`src/rtl/rooth_defines.v`:
```
// Shared pipeline flow-code and flow-controller state encodings for the rooth core.
// Included once by the flow_ctrl package; include-guarded for reuse elsewhere.
`ifndef ROOTH_DEFINES_V
`define ROOTH_DEFINES_V

`define FLOW_WIDTH       2
`define FLOW_WORK        2'b00
`define FLOW_STOP        2'b01
`define FLOW_REFRESH     2'b10

`define ROOTH_ST_INIT    2'd0
`define ROOTH_ST_RUN     2'd1
`define ROOTH_ST_MD_WAIT 2'd2
`define ROOTH_ST_HALT    2'd3

`endif

```
`src/rtl/flow_ctrl_pkg.sv`:
```
// Typed views of the shared rooth flow codes and controller states, plus the
// RUN-state event decode used by flow_ctrl.
`include "rooth_defines.v"

package flow_ctrl_pkg;

  localparam int FLOW_WIDTH = `FLOW_WIDTH;

  typedef enum logic [FLOW_WIDTH-1:0] {
    FLOW_WORK    = `FLOW_WORK,
    FLOW_STOP    = `FLOW_STOP,
    FLOW_REFRESH = `FLOW_REFRESH
  } flow_e;

  typedef enum logic [1:0] {
    ST_INIT    = `ROOTH_ST_INIT,
    ST_RUN     = `ROOTH_ST_RUN,
    ST_MD_WAIT = `ROOTH_ST_MD_WAIT,
    ST_HALT    = `ROOTH_ST_HALT
  } state_e;

  // Winning event in RUN after priority resolution.
  typedef enum logic [2:0] {
    EV_NONE,
    EV_JUMP,
    EV_MD,
    EV_HALT,
    EV_LD
  } run_ev_e;

  typedef struct packed {
    flow_e pc;
    flow_e de;
    flow_e ex;
    flow_e mem;
    flow_e wb;
  } flow_vec_t;

  function automatic flow_vec_t flow_all(input flow_e code);
    return '{pc: code, de: code, ex: code, mem: code, wb: code};
  endfunction

endpackage

```
`src/rtl/flow_stall_cnt.sv`:
```
// 32-bit saturating event counter: counts clk edges with inc high, sticks at all-ones.
module flow_stall_cnt (
  input  logic        clk,
  input  logic        rst_n,
  input  logic        inc,
  output logic [31:0] count
);

  // NOTE: asynchronous active-low reset lives in the sensitivity list; the counter
  // holds its value (no assignment) when not incrementing.
  always_ff @(posedge clk or negedge rst_n) begin
    if (!rst_n) begin
      count <= '0;
    end else if (inc && (count != '1)) begin
      count <= count + 32'd1;
    end
  end

endmodule

```
`src/rtl/flow_ctrl.sv`:
```
// Pipeline flow controller: drives WORK/STOP/REFRESH codes for every pipeline register.
// Optional multi-cycle mul/div wait state is built only when ROOTH_MULDIV_EN is defined.
module flow_ctrl
  import flow_ctrl_pkg::*;
#(
  parameter int INIT_CYCLES = 2
) (
  input  logic                  clk,
  input  logic                  rst_n,
  input  logic                  ld_hazard_i,
  input  logic                  jump_i,
  input  logic                  md_start_i,
  input  logic                  md_done_i,
  input  logic                  halt_i,
  output logic [FLOW_WIDTH-1:0] flow_pc_o,
  output logic [FLOW_WIDTH-1:0] flow_de_o,
  output logic [FLOW_WIDTH-1:0] flow_ex_o,
  output logic [FLOW_WIDTH-1:0] flow_mem_o,
  output logic [FLOW_WIDTH-1:0] flow_wb_o,
  output logic [31:0]           stall_cnt_o
);

  // INIT always lasts at least one cycle, even with INIT_CYCLES = 0.
  localparam int INIT_LAST = (INIT_CYCLES > 0) ? INIT_CYCLES - 1 : 0;
  localparam int ICW       = (INIT_LAST > 0) ? $clog2(INIT_LAST + 1) : 1;

  state_e         state_q, state_d;
  logic [ICW-1:0] init_cnt_q;
  logic           init_done;
  run_ev_e        run_ev;
  flow_vec_t      flow;

`ifndef ROOTH_MULDIV_EN
  logic unused_md;
  assign unused_md = md_start_i ^ md_done_i;
`endif

  assign init_done = (init_cnt_q == ICW'(INIT_LAST));

  // NOTE: sequential state uses non-blocking assignments so every register samples
  // the pre-edge value of every other register.
  always_ff @(posedge clk or negedge rst_n) begin
    if (!rst_n) begin
      state_q <= ST_INIT;
    end else begin
      state_q <= state_d;
    end
  end

  always_ff @(posedge clk or negedge rst_n) begin
    if (!rst_n) begin
      init_cnt_q <= '0;
    end else if ((state_q == ST_INIT) && !init_done) begin
      init_cnt_q <= init_cnt_q + ICW'(1);
    end
  end

  // NOTE: each always_comb assigns a default first so no path can infer a latch.
  always_comb begin
    run_ev = EV_NONE;
    if (jump_i) begin
      run_ev = EV_JUMP;
    end
`ifdef ROOTH_MULDIV_EN
    else if (md_start_i) begin
      run_ev = EV_MD;
    end
`endif
    else if (halt_i) begin
      run_ev = EV_HALT;
    end else if (ld_hazard_i) begin
      run_ev = EV_LD;
    end
  end

  always_comb begin
    state_d = state_q;
    unique case (state_q)
      ST_INIT: if (init_done) state_d = ST_RUN;
      ST_RUN: begin
        if (run_ev == EV_MD)        state_d = ST_MD_WAIT;
        else if (run_ev == EV_HALT) state_d = ST_HALT;
      end
`ifdef ROOTH_MULDIV_EN
      ST_MD_WAIT: if (md_done_i) state_d = ST_RUN;
`endif
      ST_HALT: if (!halt_i) state_d = ST_RUN;
      default: state_d = ST_INIT;
    endcase
  end

  always_comb begin
    flow = '{pc: FLOW_STOP, de: FLOW_REFRESH, ex: FLOW_REFRESH,
             mem: FLOW_REFRESH, wb: FLOW_REFRESH};
    unique case (state_q)
      ST_RUN: begin
        unique case (run_ev)
          EV_JUMP: flow = '{pc: FLOW_WORK, de: FLOW_REFRESH, ex: FLOW_REFRESH,
                            mem: FLOW_WORK, wb: FLOW_WORK};
          EV_MD:   flow = '{pc: FLOW_STOP, de: FLOW_STOP, ex: FLOW_STOP,
                            mem: FLOW_REFRESH, wb: FLOW_WORK};
          EV_HALT: flow = flow_all(FLOW_STOP);
          EV_LD:   flow = '{pc: FLOW_STOP, de: FLOW_STOP, ex: FLOW_REFRESH,
                            mem: FLOW_WORK, wb: FLOW_WORK};
          default: flow = flow_all(FLOW_WORK);
        endcase
      end
`ifdef ROOTH_MULDIV_EN
      ST_MD_WAIT: begin
        if (md_done_i) begin
          flow = flow_all(FLOW_WORK);
        end else begin
          flow = '{pc: FLOW_STOP, de: FLOW_STOP, ex: FLOW_STOP,
                   mem: FLOW_REFRESH, wb: FLOW_WORK};
        end
      end
`endif
      ST_HALT: flow = halt_i ? flow_all(FLOW_STOP) : flow_all(FLOW_WORK);
      default: ;
    endcase
  end

  assign flow_pc_o  = flow.pc;
  assign flow_de_o  = flow.de;
  assign flow_ex_o  = flow.ex;
  assign flow_mem_o = flow.mem;
  assign flow_wb_o  = flow.wb;

  flow_stall_cnt u_stall_cnt (
    .clk   (clk),
    .rst_n (rst_n),
    .inc   ((state_q != ST_INIT) && (flow.pc == FLOW_STOP)),
    .count (stall_cnt_o)
  );

endmodule

```
`config.mk`:
```
export PLATFORM = sky130hd
export DESIGN_NAME = flow_ctrl
export DESIGN_NICKNAME = d
export VERILOG_FILES = /design/src/rtl/flow_ctrl_pkg.sv /design/src/rtl/flow_stall_cnt.sv /design/src/rtl/flow_ctrl.sv
export VERILOG_INCLUDE_DIRS = /design/src /design/src/rtl
export SDC_FILE = /design/constraint.sdc
export NUM_CORES = 1
export LEC_CHECK = 0
export ABC_CLOCK_PERIOD_IN_PS = 1770
export CELL_PAD_IN_SITES_DETAIL_PLACEMENT = 1
export CELL_PAD_IN_SITES_GLOBAL_PLACEMENT = 2
export CORE_UTILIZATION = 27
export CTS_BUF_LIST = sky130_fd_sc_hd__clkbuf_4 sky130_fd_sc_hd__clkbuf_8 sky130_fd_sc_hd__clkbuf_16
export DETAILED_ROUTE_END_ITERATION = 16
export PLACE_DENSITY = 0.83
export SLEW_MARGIN = 0
export SYNTH_ARGS = -nofsm -noshare
export SYNTH_HDL_FRONTEND = slang
export SYNTH_SLANG_ARGS = --single-unit
```
`constraint.sdc`:
```
create_clock -name clk -period 1.77 [get_ports clk]
set_input_delay 0.4425 -clock clk [delete_from_list [all_inputs] [get_ports clk]]
set_output_delay 0.4425 -clock clk [all_outputs]
set_load 0.01 [all_outputs]
```
== Word-level counts from Yosys, hierarchy flattened ==
Index checks and enable logic that the tools add are counted.
Word-level totals
  flip-flop bits (word level): 35
  input bits: 7
  word-level logic and storage cells: 34
Operators by class
  $add $sub $neg: 2
  equality and inequality tests: 11
  muxes and demuxes: 11
  reductions and logical operators: 7
Operator list (number)
  $pmux W9 S4: 1
  $add A32 B1 Y32 const B: 1
  $ne A32 B32 Y1 const B: 1
  $pmux W10 S2: 1
  $mux W3: 3
  $mux W9: 1
  $mux W2: 4
  $eq A3 B2 Y1 const B: 2
  $pmux W2 S3: 1
  $eq A2 B1 Y1 const B: 2
  $ne A2 B2 Y1 const B: 2
  $eq A3 B1 Y1 const B: 1
  $eq A3 B3 Y1 const B: 1
  $logic_and A1 B1 Y1: 3
  $ne A3 B3 Y1 const B: 1
  $reduce_and A3 Y1: 1
  $eq A2 B2 Y1 const B: 1
  $logic_not A2 Y1: 1
  $reduce_bool A2 Y1: 1
  $add A1 B1 Y1 const B: 1
  $logic_not A1 Y1: 1

== Depth between registers and ports, before layout ==
Gate-level depths: netlist of run 1.
  depth after elaboration: 9
  gate-level depth with buffers: 8
  mapped depth without buffers: 7

== Cells and area by module ==
A second synthesis of run 1 with hierarchy kept.
Unflattened totals
  cell total of the unflattened synthesis: 184
  area total of the unflattened synthesis: 1909.3 um2
Modules (own cells, without submodules)
  flow_stall_cnt: times used 1, cells an instance 151, area an instance 1624.1 um2, sequential area each 800.8 um2
  flow_ctrl: times used 1, cells an instance 33, area an instance 285.3 um2, sequential area each 75.1 um2

== Least setup slack after synthesis of run 1 ==
No wires, ideal clock.
  path type: flip-flop to flip-flop
  start point: register state_q[1]
  end point: register u_stall_cnt.count[22]
  arrival: 1.765 ns
  setup slack: -0.123 ns
  stages on the path, launching flop included: 8
  period minus slack after synthesis: 1.893 ns
  cell sequence: dfrtp_1 -> inv_1 -> ha_1 -> nand2b_1 -> o211ai_1 -> nor3b_4 -> nand4_1 -> mux2_1
Between the ends
  word-level cells in the longest chain between the ends: 5
  elaborated cells between the ends (all ways): 7
  classes of those cells: eq/ne: 3; mux: 1; reduce/logical: 3
RTL lines
  start, declared: RTL line flow_ctrl.sv:27  | state_e state_q, state_d;
  start signal, assigned: RTL line flow_ctrl.sv:46  | state_q <= state_d;
  $eq A2 B2 Y1 or $eq A2 B1 Y1 (tied branches): RTL line flow_ctrl.sv:95  | unique case (state_q)
  $pmux W10 S2: RTL line flow_ctrl.sv:95
  $eq A2 B1 Y1: RTL line flow_ctrl.sv:132  | .inc ((state_q != ST_INIT) && (flow.pc == FLOW_STOP)),
  $logic_and A1 B1 Y1 (*): RTL line flow_ctrl.sv:132
  $logic_and A1 B1 Y1 (*): RTL line flow_stall_cnt.sv:14  | end else if (inc && (count != '1)) begin
  end signal, assigned: RTL line flow_stall_cnt.sv:15  | count <= count + 32'd1;
  end, declared: RTL line flow_stall_cnt.sv:6  | output logic [31:0] count
Mark *: on every way between the ends. The rest lies on a longest branch, timed or not.
A chain may end at the register's enable or synchronous reset.

== Final worst setup path of run 1 ==
  start point: register state_q[1]
  end point: register u_stall_cnt.count[30]
The elaborated chain is that of the path after synthesis.

==> flow_summary.yaml, run 1 <==
placed_design:
  placedCellCount: 365
  numPortBuffers: 45
  post_dp_cell_area_um2: 2850
  place_ws_ns: -0.646
  dpl.hpwl_mm: 4.00
  place.gp.congestion: 0.730
timing:
  rsz0062_at_grt: "yes"
  clock_skew_ns: 0.00313
  period_share_pct: 115
  finalSetupTns_ns: -6.64
  setup_viol: 41
  fmaxAchievable_mhz: 490
  hold_viol: 0
  fin_crit_ns: 2.04
  worst_slack_ns: -0.271
  maxSlewViolCount: 0
setup_path:
  worstSetupPathType: "reg2reg"
  critical_path.endpoint_type: "register"
  path_max_fanout: 4
  cp.required_ns: 1.95
  crit_arrival_ns: 2.22
  start_kind: "register"
global_routing:
  grt_usage_pct: 15.8
  grt_max_degree: 36
  grt_pass1_vias: 1869
  antenna_found_initial: 0
  overflow: 0
  grt_pass1_wl_mm: 8.98
cts:
  cts.sinks: 35
  clock_latency_ns: 0.29
  cts-root-buf: "clkbuf_8"
  clockBufferDepth: 2
  cts_tree: "built"
  path_clk_slew_ns: 0.07
  ctsHoldBuffers: 0
  numCtsBuffers: 5
  htree_levels: 2
yosys:
  syn_inst: 179
  synth_warnings: 0
  synth.distinct_cells: 37
  avgSynthCellArea_um2: 10.6
  synth-seq-cells: 35
  synth_area_um2: 1890
  syn_nets: 191
  ys_seq_area_share_pct: 46.3
cells_and_area:
  area_delta_synth_final_pct: 71.2
  drive_above_1_share_pct: 41.6
  nNetsFinal: 297
  final_cell_mix: "buf_4 (53), dfrtp_1 (33), dlymetal6s2s_1 (26)"
  finalInstanceArea_um2: 3240
  final_common_cell: "buf_4"
  stdcell_count: 382
  antenna_cells: 0
floorplanning:
  die_x_um: 85.7
  rows: 30
  fp.dieH_um: 85.7
  ioPinCount: 49
  die_area_um2: 7350
  start_util_pct: 27.9
  core_region_area_um2: 6790
pwr:
  p_leak_nw: 1.97
  powerDensity_nw_per_um2: 1100
  vdd_drop_max_v: 0.000760
drt:
  vias_per_cell: 4.63
  wl_per_cell_um: 15.0
  drt-pass1-iter-count: 4
  drtIter0Drc: 38
  route.detailed.drc: 0
  finalWirelength_mm: 5.72
  num_vias: 1770
  final_antenna_net_count: 0
run:
  maxCapViolCount: 0
outcome:
  violations: "setup timing"
  status: "finished with violations"
worst_hold_path:
  hold_path.class: "reg2reg"
-- final timing paths --
path / slack, ns / cells past startpoint / startpoint / end
setup / recovery: -0.27 / 8 / state_q[1] / u_stall_cnt.count[30]
min in group asynchronous: 0.52 / 2 / rst_n / u_stall_cnt.count[6]
hold / removal: 0.51 / 1 / init_cnt_q / init_cnt_q
max in group asynchronous: 1.05 / 2 / rst_n / state_q[0]
setup reg to reg: -0.27 / 8 / state_q[1] / u_stall_cnt.count[30]
hold reg to reg: 0.51 / 1 / init_cnt_q / init_cnt_q
-- state kept, by name (all words and copies together), names as in the netlist --
register	cells
u_stall_cnt.count	32
state_q	2
init_cnt_q	1
-- worst max-delay path, stage by stage, from the launching register on --
cell and delay, ns:
dfrtp_1 0.43, inv_2 0.09, ha_4 0.16, nand2b_4 0.06
buf_6 0.10, o211ai_1 0.23, nor3b_4 0.32, nand4_1 0.20
mux2_4 0.33
-- cell families (layout without fill, tap and decap cells) --
logic type | after synthesis | after routing | synth area share [%]
buffers and inverters | 13 | 120 | 3.44
DFF | 35 | 35 | 46.3
other | 1 | 1 | 0.198
and+or+nand+nor | 82 | 82 | 27.7
adders and majority gates | 5 | 5 | 3.30
AOI/OAI and AO/OA | 11 | 11 | 3.83
xor gates and xnor gates | 28 | 28 | 13.0
muxes | 4 | 4 | 2.31
-- cell usage after synthesis --
library cell,count,share of area [%]
dfrtp_1,35,46
xnor2_1,24,11
nand4_1,16,5.3
nand2_1,12,2.4
nor2_1,9,1.8
and4_1,8,3.7
nand3_1,8,2.1
and3_1,6,2.0
inv_1,6,1.2
and2_1,5,1.7
ha_1,5,3.3
buf_2,4,1.1
xor2_1,4,1.9
a21oi_1,3,0.79
and3_2,3,1.2
buf_4,3,1.2
nand2b_1,3,0.99
o21ai_0,3,0.79
and4_4,2,1.2
mux2_1,2,1.2
or2_2,2,0.66
a31o_2,1,0.46
a31oi_1,1,0.33
and2_2,1,0.40
and4_2,1,0.53
conb_1,1,0.20
mux2_2,1,0.59
mux2i_1,1,0.53
nand4_2,1,0.66
nand4b_1,1,0.46
nor3_1,1,0.26
nor3b_4,1,0.99
nor4_1,1,0.33
nor4_4,1,1.1
o211ai_1,1,0.40
o221a_2,1,0.59
o22a_1,1,0.46
-- layout make-up --
| cell class | instances | area (um2) |
|---|---|---|
| inverter | 6 | 22.5 |
| tap | 96 | 120 |
| multi-input combinational | 131 | 1110 |
| clock inverter | 2 | 35.0 |
| sequential | 35 | 878 |
| fill | 743 | 3550 |
| clock buffer | 6 | 82.6 |
| timing repair buffer | 106 | 990 |
-- where the power goes --
group          internal [mW]  leakage, nW  switching, mW
clock                  0.456       0.0612          0.304
sequential             0.893        0.464         0.0738
combinational          0.998         1.45          0.830
total                   2.35         1.97           1.21
-- timing repair --
| item | in CTS | in global routing |
|---|---|---|
| setup endpoints to repair | 45 | 69 |
| resized for setup | 64 | 47 |
| pin swaps | 21 | 23 |
| cloned | 0 | 1 |
| buffers inserted | 5 | 5 |
-- per-layer routing --
| layer | share of wire, % | up-vias | track usage, % |
|---|---|---|---|
| li1 | - | 841 | - |
| met2 | 52 | 46 | 27.5 |
| met4 | 1.6 | 0 | 4.55 |
| met5 | 0 | - | 0 |
| met1 | 43 | 875 | 19.8 |
| met3 | 4.0 | 8 | 3.46 |
-- stage by stage --
step	power, mW	hold WS, ns	utilization, %
after floorplan	1.62	0.147	-
after global placement	2.36	0.448	42.0
after detailed placement	2.40	0.472	42.0
after CTS	3.34	0.499	44.7
after global routing	3.76	0.514	47.7
final	3.55	0.509	47.7
Note: power is estimated with default switching activity, not from simulation.
==> inputs of run 2 (changes only) <==
--- a/config.mk
+++ b/config.mk
@@ -6,14 +6,15 @@
 export SDC_FILE = /design/constraint.sdc
 export NUM_CORES = 1
 export LEC_CHECK = 0
-export ABC_CLOCK_PERIOD_IN_PS = 1770
+export ABC_CLOCK_PERIOD_IN_PS = 1930
 export CELL_PAD_IN_SITES_DETAIL_PLACEMENT = 1
 export CELL_PAD_IN_SITES_GLOBAL_PLACEMENT = 2
-export CORE_UTILIZATION = 27
+export CORE_UTILIZATION = 30
 export CTS_BUF_LIST = sky130_fd_sc_hd__clkbuf_4 sky130_fd_sc_hd__clkbuf_8 sky130_fd_sc_hd__clkbuf_16
 export DETAILED_ROUTE_END_ITERATION = 16
-export PLACE_DENSITY = 0.83
+export PLACE_DENSITY = 0.87
 export SLEW_MARGIN = 0
 export SYNTH_ARGS = -nofsm -noshare
 export SYNTH_HDL_FRONTEND = slang
 export SYNTH_SLANG_ARGS = --single-unit
+export TNS_END_PERCENT = 50
==> constraint.sdc (replaced) <==
create_clock -name clk -period 1.93 [get_ports clk]
set_input_delay 0.4825 -clock clk [delete_from_list [all_inputs] [get_ports clk]]
set_output_delay 0.4825 -clock clk [all_outputs]
set_load 0.01 [all_outputs]
==> flow_summary.yaml, run 2 (synthesized netlist as in run 1, its figures left out) <==
timing:
  fmaxAchievable_mhz: 482
  hold_ws_ns: 0.493
  setup_viol: 21
  hold_viol: 0
  rsz0062_at_grt: "yes"
  worst_slack_ns: -0.145
  finalSetupTns_ns: -1.06
  fin_crit_ns: 2.08
  maxSlewViolCount: 0
  clock_skew_ns: 0.00552
  period_share_pct: 108
setup_path:
  cp.required_ns: 1.45
  start_kind: "register"
  worstPathCellList: "buf_4 > ha_4 > nand2_1 > o21ai_1 > or2_2 > buf_2"
  critical_path.endpoint_type: "primary output"
  slowest_delay_ns: 0.41
  path_delay_family: "flip-flops"
  critPathBufInv: 2
  path_max_fanout: 3
  crit_arrival_ns: 1.59
  slowest_stage: "dfrtp_1"
  worstSetupPathType: "reg2out"
floorplanning:
  start_util_pct: 31.6
  core_region_area_um2: 5990
  ioPinCount: 49
  die_x_um: 81.4
  rows: 28
  die_area_um2: 6630
  fp.dieH_um: 81.4
placed_design:
  place_ws_ns: -0.546
  dpl.hpwl_mm: 3.93
  numPortBuffers: 45
  place.gp.congestion: 0.724
global_routing:
  grt_pass1_wl_mm: 8.98
  grt_max_degree: 36
  grt_pass1_vias: 1850
  grt_usage_pct: 18.3
  overflow: 0
  antenna_found_initial: 0
cells_and_area:
  nNetsFinal: 291
  final_cell_mix: "buf_4 (51), dfrtp_1 (34), clkdlybuf4s50_1 (33)"
  regMostFlops: "u_stall_cnt.count"
  drive_above_1_share_pct: 36.2
  area_delta_synth_final_pct: 56.8
  n_fill_cell: 681
  final_util_pct: 49.6
  final_common_cell: "buf_4"
  largest_reg_flops: 32
  antenna_cells: 0
  top_regs: "u_stall_cnt.count: 32 flops, state_q: 2 flops, init_cnt_q: 1 flops"
pwr:
  power.total_mw: 2.94
  p_leak_nw: 1.38
  powerDensity_nw_per_um2: 989
  vdd_drop_max_v: 0.000498
cts:
  clockBufferDepth: 2
  cts.sinks: 35
  ctsHoldBuffers: 0
  numCtsBuffers: 5
  htree_levels: 2
  clock_latency_ns: 0.29
  path_clk_slew_ns: 0.07
  cts_tree: "built"
  cts-root-buf: "clkbuf_8"
drt:
  vias_per_cell: 4.85
  final_antenna_net_count: 0
  drtIter0Drc: 46
  wl_per_cell_um: 15.3
  num_vias: 1716
  route.detailed.drc: 0
  finalWirelength_mm: 5.42
  drt-pass1-iter-count: 4
run:
  maxCapViolCount: 0
outcome:
  status: "finished with violations"
  violations: "setup timing"
worst_hold_path:
  hold_path.class: "reg2reg"
-- run 2: changes by cell type in the layout (fill, tap and decap cells not counted), sizes merged --
cell	before	now
bufinv	1	0
dlygate4sd2	6	3
clkdlybuf4s50	4	33
dlymetal6s2s	26	0
buf	69	62
clkdlybuf4s15	0	1
-- run 2: report_power, final --
| group | internal, mW | total [mW] | leakage (nW) | switching [mW] |
|---|---|---|---|---|
| Combinational | 0.813 | 1.50 | 0.868 | 0.690 |
| Clock | 0.280 | 0.538 | 0.0470 | 0.259 |
| Sequential | 0.817 | 0.894 | 0.465 | 0.0766 |
-- run 2: final timing paths --
kind                                            start                     to  slack, ns  cells past startpoint
worst min register to register  u_stall_cnt.count[14]  u_stall_cnt.count[14]       0.49                      1
max in group asynchronous                       rst_n             state_q[0]       0.98                      2
worst min-delay path            u_stall_cnt.count[14]  u_stall_cnt.count[14]       0.49                      1
worst max register to register             state_q[1]  u_stall_cnt.count[30]      -0.09                      8
worst max-delay path                       state_q[1]           flow_pc_o[0]      -0.15                      6
min in group asynchronous                       rst_n   u_stall_cnt.count[7]       0.61                      2
-- run 2: what timing repair did --
| action | 4_1_cts | 5_1_grt |
|---|---|---|
| pin swaps | 19 | 11 |
| buffers inserted | 7 | 1 |
| gates resized for setup | 54 | 11 |
| setup endpoints to repair | 40 | 43 |
-- run 2: final cells by class --
| cell class | count | area, um2 | area share, % |
|---|---|---|---|
| clock inverters | 1 | 5.00 | 0.169 |
| well taps | 75 | 93.8 | 3.16 |
| multi-input cells | 131 | 1030 | 34.6 |
| clock buffers | 6 | 82.6 | 2.78 |
| inverters | 6 | 25.0 | 0.843 |
| flip-flops and latches | 35 | 877 | 29.5 |
| repair buffers | 100 | 857 | 28.9 |
-- run 2: routing by layer --
layer  vias to the layer above  wire length (um)  part of all wire (%)  global-route usage, %
li1                        832                 -                     -                      -
met5                         -                 0                     0                      0
met2                        40              2850                    53                   32.5
met4                         0                54                   1.0                   5.00
met3                         6               248                   4.6                   4.67
met1                       838              2270                    42                   21.6
-- run 2: through the flow --
step	std cells	instance area (um2)
6_report	354	2970
5_1_grt	354	2970
4_1_cts	353	2930
3_5_place_dp	339	2760
3_3_place_gp	339	2760
2_1_floorplan	179	1890
